**src/rtl/t05_bit_packer_pkg.sv**
```systemverilog
// t05 bit packer shared types.
// Packer FSM states, byte/counter widths and a pad helper.
package t05_pkg;

  localparam int BYTE_W  = 8;
  localparam int COUNT_W = 32;

  typedef enum logic [1:0] {
    PACK,
    FLUSH,
    DRAIN
  } pk_state_t;

  // Move the low `fill` bits of a partial byte to the top, zero LSBs.
  function automatic logic [BYTE_W-1:0] left_align(
    input logic [BYTE_W-1:0] sr,
    input logic [2:0]        fill
  );
    return sr << (3'd0 - fill);
  endfunction

endpackage

```
**src/rtl/t05_bit_packer_if.sv**
```systemverilog
// t05 bit packer bus.
// Bit-in and byte-out handshakes plus flush/status signals.
interface t05_bit_packer_if;
  import t05_pkg::*;

  logic               bit_valid;
  logic               bit_in;
  logic               bit_ready;
  logic               flush;
  logic               byte_valid;
  logic [BYTE_W-1:0]  byte_out;
  logic               byte_ready;
  logic               flush_done;
  logic [2:0]         pad_bits;
  logic [COUNT_W-1:0] byte_count;
  logic [COUNT_W-1:0] bit_count;

  modport master (
    output bit_valid, bit_in, flush, byte_ready,
    input  bit_ready, byte_valid, byte_out,
    input  flush_done, pad_bits, byte_count, bit_count
  );

  modport slave (
    input  bit_valid, bit_in, flush, byte_ready,
    output bit_ready, byte_valid, byte_out,
    output flush_done, pad_bits, byte_count, bit_count
  );

endinterface

```
**src/rtl/t05_byte_fifo.sv**
```systemverilog
// t05 byte FIFO, show-ahead, power-of-two depth.
// Head reads as zero while empty.
module t05_byte_fifo
  import t05_pkg::*;
#(
  parameter int DEPTH = 4
) (
  input  logic              clk,
  input  logic              rst_n,
  input  logic              push,
  input  logic [BYTE_W-1:0] din,
  input  logic              pop,
  output logic [BYTE_W-1:0] head,
  output logic              full,
  output logic              empty
);

  localparam int AW = $clog2(DEPTH);

  logic [BYTE_W-1:0] mem [DEPTH];
  logic [AW-1:0]     wptr;
  logic [AW-1:0]     rptr;
  logic [AW:0]       cnt;
  logic              do_push;
  logic              do_pop;

  assign do_push = push && !full;
  assign do_pop  = pop && !empty;
  assign full    = cnt == (AW+1)'(DEPTH);
  assign empty   = cnt == '0;
  assign head    = empty ? '0 : mem[rptr];

  // Storage write; contents need no reset, head is masked.
  always_ff @(posedge clk) begin
    if (do_push) mem[wptr] <= din;
  end

  // Pointers wrap naturally; occupancy tracks push/pop.
  always_ff @(posedge clk or negedge rst_n) begin
    if (!rst_n) begin
      wptr <= '0;
      rptr <= '0;
      cnt  <= '0;
    end else begin
      if (do_push) wptr <= wptr + 1'b1;
      if (do_pop)  rptr <= rptr + 1'b1;
      unique case ({do_push, do_pop})
        2'b10:   cnt <= cnt + 1'b1;
        2'b01:   cnt <= cnt - 1'b1;
        default: cnt <= cnt;
      endcase
    end
  end

endmodule

```
**src/rtl/t05_bit_packer.sv**
```systemverilog
// t05 bit packer: MSB-first bit-to-byte packing with flush/pad.
// Macro T05_PACKER_BITCOUNT_EN enables the accepted-bit counter.
module t05_bit_packer
  import t05_pkg::*;
#(
  parameter int FIFO_DEPTH = 4
) (
  input  logic            clk,
  input  logic            rst_n,
  t05_bit_packer_if.slave bus
);

  pk_state_t          state;
  logic [BYTE_W-1:0]  sr;
  logic [2:0]         fill;
  logic               live;
  logic [2:0]         pad_q;
  logic [COUNT_W-1:0] byte_cnt;
  logic [BYTE_W-1:0]  shifted;
  logic [BYTE_W-1:0]  push_byte;
  logic               push;
  logic               pop;
  logic               accept;
  logic               full;
  logic               empty;

  t05_byte_fifo #(.DEPTH(FIFO_DEPTH)) u_fifo (
    .clk   (clk),
    .rst_n (rst_n),
    .push  (push),
    .din   (push_byte),
    .pop   (pop),
    .head  (bus.byte_out),
    .full  (full),
    .empty (empty)
  );

  assign shifted        = {sr[BYTE_W-2:0], bus.bit_in};
  assign bus.bit_ready  = live && state == PACK && !full;
  assign accept         = bus.bit_valid && bus.bit_ready;
  assign pop            = !empty && bus.byte_ready;
  assign bus.byte_valid = !empty;
  assign bus.flush_done = state == DRAIN && empty;
  assign bus.pad_bits   = pad_q;
  assign bus.byte_count = byte_cnt;

  // Push a completed byte, or the padded partial while flushing.
  always_comb begin
    push      = 1'b0;
    push_byte = shifted;
    unique case (1'b1)
      accept && fill == 3'd7: push = 1'b1;
      state == FLUSH && fill != 3'd0 && !full: begin
        push      = 1'b1;
        push_byte = left_align(sr, fill);
      end
      default: ;
    endcase
  end

  // Packer FSM; a bit taken with flush is packed before padding.
  always_ff @(posedge clk or negedge rst_n) begin
    if (!rst_n) begin
      state <= PACK;
      sr    <= '0;
      fill  <= '0;
      live  <= 1'b0;
      pad_q <= '0;
    end else begin
      live <= 1'b1;
      unique case (state)
        PACK: begin
          if (accept) begin
            sr   <= shifted;
            fill <= fill + 1'b1;
          end
          if (bus.flush) state <= FLUSH;
        end
        FLUSH: begin
          if (fill == 3'd0) begin
            pad_q <= '0;
            state <= DRAIN;
          end else if (!full) begin
            pad_q <= 3'd0 - fill;
            fill  <= '0;
            sr    <= '0;
            state <= DRAIN;
          end
        end
        DRAIN: begin
          if (empty) state <= PACK;
        end
        default: state <= PACK;
      endcase
    end
  end

  // Bytes handed to the SPI writer.
  always_ff @(posedge clk or negedge rst_n) begin
    if (!rst_n) byte_cnt <= '0;
    else if (pop) byte_cnt <= byte_cnt + 1'b1;
  end

`ifdef T05_PACKER_BITCOUNT_EN
  logic [COUNT_W-1:0] bit_cnt;

  // Accepted-bit counter.
  always_ff @(posedge clk or negedge rst_n) begin
    if (!rst_n) bit_cnt <= '0;
    else if (accept) bit_cnt <= bit_cnt + 1'b1;
  end

  assign bus.bit_count = bit_cnt;
`else
  assign bus.bit_count = '0;
`endif

endmodule

```
**src/flat_wrapper.sv**
```systemverilog
// flat-port wrapper written by rule: the top's interface ports become plain ports
module t05_bit_packer_flat import t05_pkg::*;
#(
  parameter int FIFO_DEPTH = 4
)
  (clk, rst_n, bus_bit_valid, bus_bit_in, bus_flush, bus_byte_ready, bus_bit_ready, bus_byte_valid, bus_byte_out, bus_flush_done, bus_pad_bits, bus_byte_count, bus_bit_count);
  t05_bit_packer_if bus_i ();
  input  logic clk;
  input  logic rst_n;
  input wire logic [$bits(bus_i.bit_valid)-1:0] bus_bit_valid;
  input wire logic [$bits(bus_i.bit_in)-1:0] bus_bit_in;
  input wire logic [$bits(bus_i.flush)-1:0] bus_flush;
  input wire logic [$bits(bus_i.byte_ready)-1:0] bus_byte_ready;
  output wire logic [$bits(bus_i.bit_ready)-1:0] bus_bit_ready;
  output wire logic [$bits(bus_i.byte_valid)-1:0] bus_byte_valid;
  output wire logic [$bits(bus_i.byte_out)-1:0] bus_byte_out;
  output wire logic [$bits(bus_i.flush_done)-1:0] bus_flush_done;
  output wire logic [$bits(bus_i.pad_bits)-1:0] bus_pad_bits;
  output wire logic [$bits(bus_i.byte_count)-1:0] bus_byte_count;
  output wire logic [$bits(bus_i.bit_count)-1:0] bus_bit_count;
  assign bus_i.bit_valid = bus_bit_valid;
  assign bus_i.bit_in = bus_bit_in;
  assign bus_i.flush = bus_flush;
  assign bus_i.byte_ready = bus_byte_ready;
  assign bus_bit_ready = bus_i.bit_ready;
  assign bus_byte_valid = bus_i.byte_valid;
  assign bus_byte_out = bus_i.byte_out;
  assign bus_flush_done = bus_i.flush_done;
  assign bus_pad_bits = bus_i.pad_bits;
  assign bus_byte_count = bus_i.byte_count;
  assign bus_bit_count = bus_i.bit_count;
  t05_bit_packer #(.FIFO_DEPTH(FIFO_DEPTH)) u_core (.clk(clk), .rst_n(rst_n), .bus(bus_i));
endmodule
```
**config.mk**
```make
export PLATFORM = sky130hd
export DESIGN_NAME = t05_bit_packer_flat
export DESIGN_NICKNAME = d
export VERILOG_FILES = /design/src/rtl/t05_bit_packer_pkg.sv /design/src/rtl/t05_bit_packer_if.sv /design/src/rtl/t05_byte_fifo.sv /design/src/rtl/t05_bit_packer.sv /design/src/flat_wrapper.sv
export SDC_FILE = /design/constraint.sdc
export NUM_CORES = 1
export LEC_CHECK = 0
export BUFFER_PORTS_ARGS = -buffer_cell sky130_fd_sc_hd__buf_4
export CAP_MARGIN = 20
export CORE_ASPECT_RATIO = 1.2
export CORE_MARGIN = 2
export CORE_UTILIZATION = 50
export DETAILED_ROUTE_END_ITERATION = 8
export PLACE_DENSITY = 0.73
export SLEW_MARGIN = 20
export SYNTH_ARGS = -nofsm -noshare
export SYNTH_HDL_FRONTEND = slang
export SYNTH_SLANG_ARGS = --single-unit
```
**constraint.sdc**
```tcl
create_clock -name clk -period 3.5 [get_ports clk]
set_clock_uncertainty 0.2 [all_clocks]
set_input_delay 0.7 -clock clk [delete_from_list [all_inputs] [get_ports clk]]
set_output_delay 0.7 -clock clk [all_outputs]
set_load 0.02 [all_outputs]
```
==> results of run 1 <==
-- per-stage QoR --
step | utilization (%) | instance area, µm² | setup WS (ps) | power, mW
final | 58.60 | 5019 | 468.1 | 3.768
after global routing | 58.60 | 5019 | 202.2 | 4.014
after CTS | 58.60 | 5019 | 471.4 | 3.790
after detailed placement | 55.97 | 4793 | 501.0 | 3.010
after global placement | 55.97 | 4793 | 557.7 | 2.969
after floorplan | - | 4536 | 796.9 | 2.596
-- synth_stat cells (10+ instances only) --
cell type	count
a22o_1	11
ha_1	10
edfxtp_1	32
mux4_2	11
nor2_1	14
inv_1	15
nand4_1	17
and2_1	13
xnor2_1	32
buf_4	33
nand2_1	27
dfrtp_1	56
-- power by group through the flow --
| stage | Sequential, mW | Clock, mW | Combinational, mW |
|---|---|---|---|
| after global routing | 1.61 | 0.841 | 1.57 |
| after global placement | 1.58 | 0 | 1.39 |
| after floorplan | 1.53 | 0 | 1.07 |
| after CTS | 1.57 | 0.793 | 1.42 |
| final | 1.57 | 0.778 | 1.42 |
| after detailed placement | 1.60 | 0 | 1.42 |
-- per-layer routing --
metal | vias to the layer above | GRT usage, % | routed length (µm)
met4 | 0 | 7.033 | 130
met3 | 14 | 4.357 | 372
met1 | 1361 | 21.79 | 3492
met2 | 74 | 28.73 | 3935
li1 | 1324 | - | -
met5 | - | 0 | 0
-- area by class of cell --
cell class,count,share of cell area (%)
Timing Repair Buffer,54,8.078
Clock inverter,7,2.019
Clock buffer,9,2.468
Sequential cell,88,47.07
Inverter,16,1.197
Tap cell,117,2.917
Multi-Input combinational cell,243,36.25
-- state kept, by name, indices dropped and copies added, names as in the netlist --
register,cells
u_core.bus.byte_count,32
u_core.bus.pad_bits,3
u_core.fill,3
u_core.live,1
u_core.sr,8
u_core.state,2
u_core.u_fifo.cnt,3
u_core.u_fifo.mem,32
u_core.u_fifo.rptr,2
u_core.u_fifo.wptr,2
-- path summary, 6_finish.rpt --
| path | slack (ps) | start | endpoint | cells after the start |
|---|---|---|---|---|
| max | 470 | u_core.fill[0]$_DFFE_PN0P_ | u_core.u_fifo.mem[3][6]$_DFFE_PP_ | 5 |
| min | 160 | rst_n | u_core.bus.byte_count[12]$_DFFE_PN0P_ | 1 |
| min reg2reg | 290 | u_core.bus.byte_count[31]$_DFFE_PN0P_ | u_core.bus.byte_count[31]$_DFFE_PN0P_ | 1 |
| min in group clk | 290 | u_core.bus.byte_count[31]$_DFFE_PN0P_ | u_core.bus.byte_count[31]$_DFFE_PN0P_ | 1 |
| max in group asynchronous | 2430 | rst_n | u_core.fill[0]$_DFFE_PN0P_ | 1 |
| max reg2reg | 470 | u_core.fill[0]$_DFFE_PN0P_ | u_core.u_fifo.mem[3][6]$_DFFE_PP_ | 5 |
-- kinds of logic after synthesis --
logic type	Yosys count
AO/OA/AOI/OAI	27
XOR/XNOR	37
adder cells (fa/ha/maj)	11
buffers and inverters	59
flip-flops	88
multiplexers	23
other	2
AND/OR/NAND/NOR	112
-- worst register-to-register path, stage by stage, from the launching register on --
cell and delay [ps]:
dfrtp_1 610, inv_1 190, ha_1 700, mux2i_1 240
mux4_2 500, o21ai_0 380
-- cells in the final DEF (no fill, tap or decap), drive strengths merged, types with 3 or more instances in the layout --
cell type / netlist / routed
clkbuf: 3 / 9
nand4: 18 / 18
mux2: 3 / 3
nand3: 9 / 9
nand2: 27 / 27
mux4: 11 / 11
edfxtp: 32 / 32
and3: 3 / 3
nand2b: 3 / 3
inv: 16 / 19
nor2: 14 / 14
a22o: 11 / 11
ha: 10 / 10
buf: 40 / 54
nor4: 3 / 3
nor3: 11 / 11
xnor2: 32 / 32
o21ai: 6 / 6
dfrtp: 56 / 56
and2: 14 / 14
conb: 2 / 33
mux2i: 9 / 9
xor2: 5 / 5
==> out/metrics.csv, run 1 <==
stage,metric,value,unit
status,status,"complete, no violations",
setup_path,cp-start-kind,flop,
pwr,combPwrFrac,37.6,%
floorplan,io_pins,84,
synth,synth_area_leaders,"dfrtp_1 (32%), edfxtp_1 (22%), xnor2_1 (6.3%)",
setup_path,crit_slowest_cell,ha_1,
synth,ys_seq_area_share,53.45,%
synth,syn_area_per_cell,12.31,µm²
detailed_routing,antenna_left,0,
timing,hold_violations,0,
synth,synth_simple_gate_area_share,14.24,%
pwr,vdd_ir_drop_max,458.5,µV
floorplan,num_rows,37,
pwr,power_density,750.7,mW/mm²
setup_path,cp_max_fo,14,
timing,hold_ws,163.2,ps
placed_design,placed_cells,518,
setup_path,crit_family,multiplexers,
pwr,power_frac_seq,41.8,%
synth,synth_compound_area_share,5.011,%
detailed_routing,vias,2773,
detailed_routing,dr.pass1.iters,5,
pwr,p_switching,1.397,mW
floorplan,coreArea,0.008564,mm²
placed_design,dpl.hpwl,5629,µm
timing,maxSlewHeadroom,53.22,%
setup_path,crit_path_cell_trace,"inv_1, ha_1, mux2i_1, mux4_2, o21ai_0",
synth,synth_ff_type,dfrtp_1,
clocking,clk_pin_slew,90,ps
synth,synthAdderAreaFrac,3.284,%
layout,area_delta_synth_final,13.56,%
placed_design,routabilityCongestion,0.8217,
pwr,clkPwrFrac,20.6,%
global_routing,grt_max_degree,57,
timing,fin_crit_sh,86.63,%
floorplan,initial_utilization,51.60,%
layout,drive_above_1_share,22.54,%
pwr,p_sw_share,37.09,%
run,max-cap-violations,0,
synth,synth_cell_types,47,
setup_path,critPathCaptureType,flop,
timing,slew_violations,0,
clocking,cts_hold_buf,0,
global_routing,antenna_found_initial,0,
synth,synth_top_area_share,31.71,%
setup_path,worstPathRequired,3420,ps
timing,tns,0,ps
placed_design,port_buffers,51,
floorplan,die_w,89.82,µm
timing,rsz0062_at_grt,false,
clocking,cts_buffers,9,
detailed_routing,drt-total-wl,7931,µm
layout,fillCellCount,692,
synth,synth_edf_count,32,
detailed_routing,drc,0,
setup_path,cpPeakStageDelay,690,ps
floorplan,die_h,107.0,µm
clocking,cts.htree.levels,3,
layout,multiInputGateArea,0.001819,mm²
layout,fin_nets,429,
clocking,cts_resized,0,
synth,syn_area,0.004419,mm²
timing,min_period,3032,ps
global_routing,grt_usage,17.25,%
detailed_routing,wl_per_cell,14.85,µm
timing,fmax,329.8,MHz
detailed_routing,drt_iter0_markers,159,
layout,antenna_cells,0,
synth,yosys_warnings,0,
clocking,root_buffer,clkbuf_8,
clocking,clk_path_buf_depth,2,
clocking,cts_tree,done,
synth,synth_mux_area_share,8.494,%
setup_path,arrival,2950,ps
pwr,p_int,2.370,mW
synth,yosysTopAreaCell,dfrtp_1,
global_routing,first_global_vias,2735,
setup_path,critical_path_buf_inv_count,1,
detailed_routing,viasPerCell,5.193,
pwr,leakage,2.145,nW
setup_path,critPathKind,reg2reg,
clocking,postCtsSetupBuffers,0,
layout,regArea,0.002362,mm²
timing,setup_viol,0,
floorplan,dieArea,0.009609,mm²
global_routing,grt_pass1_wl,13200,µm
synth,synthArstFlopShare,63.64,%
layout,final_cells,534,
clocking,clock_sinks,88,
synth,syn-instance-count,359,
synth,synthXorXnorAreaFrac,7.333,%
synth,ys_ff_latch,88,
timing,tightestPinTransition,701.7,ps
min_path,hold_path.class,in2async,
global_routing,grt.overflow.total,0,
synth,synth_top_family_by_area,simple AND/OR/NAND/NOR gates,
clocking,clk_latency,350,ps
(Power assumes the default switching activity.)
==> inputs of run 2 (changes only) <==
--- a/config.mk
+++ b/config.mk
@@ -7,7 +7,6 @@
 export LEC_CHECK = 0
 export BUFFER_PORTS_ARGS = -buffer_cell sky130_fd_sc_hd__buf_4
 export CAP_MARGIN = 20
-export CORE_ASPECT_RATIO = 1.2
 export CORE_MARGIN = 2
 export CORE_UTILIZATION = 50
 export DETAILED_ROUTE_END_ITERATION = 8
==> run 2 against run 1 <==
Worst hold slack better by 3.1 ps. Sequential power about the same. Flip-flop and latch count is the same. Clock power fell by 10%.
==> out/metrics.csv, run 2 (same netlist as run 1, synthesis figures left out) <==
stage,metric,value,unit,change
detailed_routing,antenna_left,0,,unchanged
clocking,cts_tree,done,,
timing,fmax,329.6,MHz,about the same
placed_design,routabilityCongestion,0.8546,,+4.0%
global_routing,grt_pass1_wl,13880,µm,+5.2%
setup_path,critPathKind,reg2reg,,
pwr,leakage,2.143,nW,about the same
pwr,p_sw_share,37.99,%,+0.90 points
setup_path,cp-startpoint,u_core.fill[0]$_DFFE_PN0P_,,
pwr,clkPwrFrac,19.0,%,-1.6 points
timing,min_period,3034,ps,+1.956 ps
global_routing,first_global_vias,2757,,+0.80%
setup_path,ff2ff_path_depth,6,,+1
layout,mostFrequentLayoutCells,"dfrtp_1 (56), buf_4 (54), conb_1 (33), xnor2_1 (32), edfxtp_1 (32)",,
detailed_routing,vias,2795,,+0.79%
detailed_routing,wl_per_cell,15.82,µm,+6.5%
pwr,p_int,2.282,mW,-3.7%
floorplan,io_pins,84,,unchanged
detailed_routing,dr.pass1.iters,5,,unchanged
global_routing,grt.overflow.total,0,,unchanged
timing,maxSlewHeadroom,52.35,%,-0.87 points
run,max-cap-violations,0,,unchanged
detailed_routing,drc,0,,unchanged
floorplan,coreArea,0.008636,mm²,+0.83%
pwr,combPwrFrac,38.4,%,+0.8 points
setup_path,r2r_start,u_core.fill[0]$_DFFE_PN0P_,,
floorplan,dieArea,0.009607,mm²,about the same
setup_path,arrival,2890,ps,-60 ps
placed_design,port_buffers,51,,unchanged
timing,fin_crit_sh,86.68,%,about the same
pwr,power_density,738.7,mW/mm²,-1.6%
clocking,postCtsSetupBuffers,0,,unchanged
setup_path,critPathCaptureType,flop,,
timing,setup_ws,466.1,ps,-1.956 ps
pwr,p_switching,1.398,mW,about the same
floorplan,initial_utilization,51.17,%,-0.43 points
placed_design,dpl.hpwl,5937,µm,+5.5%
setup_path,worstPathRequired,3360,ps,-60 ps
layout,fin_util,57.69,%,-0.90 points
status,status,"complete, no violations",,
pwr,p_total,3.681,mW,-2.3%
detailed_routing,wl_met3,314,µm,-16%
floorplan,num_rows,34,,-8.1%
layout,final_cells,525,,-1.7%
timing,rsz0062_at_grt,false,,
setup_path,r2r_setup_slack,470,ps,about the same
detailed_routing,drt-total-wl,8307,µm,+4.7%
detailed_routing,wl_met1,3820,µm,+9.4%
clocking,cts_resized,0,,unchanged
timing,tns,0,ps,unchanged
clocking,cts_hold_buf,0,,unchanged
placed_design,dp_slack,504.2,ps,+3.129 ps
clocking,cts.htree.levels,3,,unchanged
timing,tightestPinTransition,705.5,ps,+3.840 ps
global_routing,antenna_found_initial,0,,unchanged
detailed_routing,route.met2.wl,4034,µm,+2.5%
global_routing,grt_max_degree,57,,unchanged
clocking,cts_buffers,9,,unchanged
layout,fin_nets,429,,unchanged
layout,drive_above_1_share,22.54,%,unchanged
timing,setup_viol,0,,unchanged
detailed_routing,viasPerCell,5.324,,+2.5%
layout,fillCellCount,718,,+3.8%
clocking,clk_path_buf_depth,2,,unchanged
setup_path,cp-start-kind,flop,,
setup_path,reg2reg_to,u_core.u_fifo.mem[0][2]$_DFFE_PP_,,
clocking,clk_latency,360,ps,about the same
clocking,clock_sinks,88,,unchanged
setup_path,cp_max_fo,12,,-2
detailed_routing,drt_iter0_markers,128,,-19%
layout,layout_commonest_cell,dfrtp_1,,
placed_design,placed_cells,509,,-1.7%
floorplan,die_h,98.02,µm,-8.4%
pwr,power_frac_seq,42.6,%,+0.8 points
layout,antenna_cells,0,,unchanged
global_routing,grt_usage,18.15,%,+0.89 points
timing,hold_violations,0,,unchanged
min_path,hold_path.class,in2async,,
timing,slew_violations,0,,unchanged
pwr,vdd_ir_drop_max,641.1,µV,+40%
clocking,clk_pin_slew,100,ps,about the same
layout,area_delta_synth_final,12.74,%,
floorplan,die_w,98.02,µm,+9.1%
detailed_routing,routed.top_layer,met4,,
clocking,root_buffer,clkbuf_8,,
==> run 2: area by class of cell <==
type / count / area (µm²) / share of cell area (%)
clock buffers: 11 / 162.7 / 3.265
repair buffers: 54 / 405.4 / 8.137
inverters: 16 / 60.06 / 1.205
well taps: 108 / 135.1 / 2.712
clock inverters: 5 / 37.54 / 0.7534
multi-input cells: 243 / 1819 / 36.51
flip-flops and latches: 88 / 2362 / 47.41
==> run 2: critical path, cell delays in order, from the launching register on <==
cell and delay (ps):
dfrtp_1 610, inv_1 190, ha_1 240, ha_1 220, nor3b_1 260, nand2_1 290
o41ai_1 730
==> run 2: power groups by stage <==
stage | clock [mW] | combinational [mW] | sequential (mW)
floorplan | 0 | 1.07 | 1.53
global placement | 0 | 1.39 | 1.58
detailed placement | 0 | 1.43 | 1.59
CTS | 0.710 | 1.43 | 1.57
global route | 0.756 | 1.56 | 1.60
finish | 0.698 | 1.41 | 1.57
==> run 2: per-stage QoR <==
stage / cell area (µm²) / hold slack [ps]
2_1_floorplan: 4536 / 204.4
3_3_place_gp: 4782 / 263.1
3_5_place_dp: 4782 / 275.7
4_1_cts: 4982 / 194.2
5_1_grt: 4982 / 227.1
6_report: 4982 / 166.2
==> run 2: worst max-delay path by stage <==
stage / endpoint / slack, ps / cells after the start
floorplan: u_core.u_fifo.cnt[2]$_DFFE_PN0P_ / 800 / 13
global placement: u_core.u_fifo.cnt[2]$_DFFE_PN0P_ / 570 / 12
detailed placement: u_core.u_fifo.cnt[2]$_DFFE_PN0P_ / 500 / 12
CTS: u_core.u_fifo.mem[3][6]$_DFFE_PP_ / 480 / 6
global route: u_core.u_fifo.mem[3][6]$_DFFE_PP_ / 210 / 5
finish: u_core.u_fifo.mem[0][2]$_DFFE_PP_ / 470 / 6
==> run 2: per-layer routing <==
layer,vias up,track usage [%]
li1,1323,-
met1,1387,25.12
met2,71,28.35
met3,14,3.579
met4,0,7.479
met5,-,0
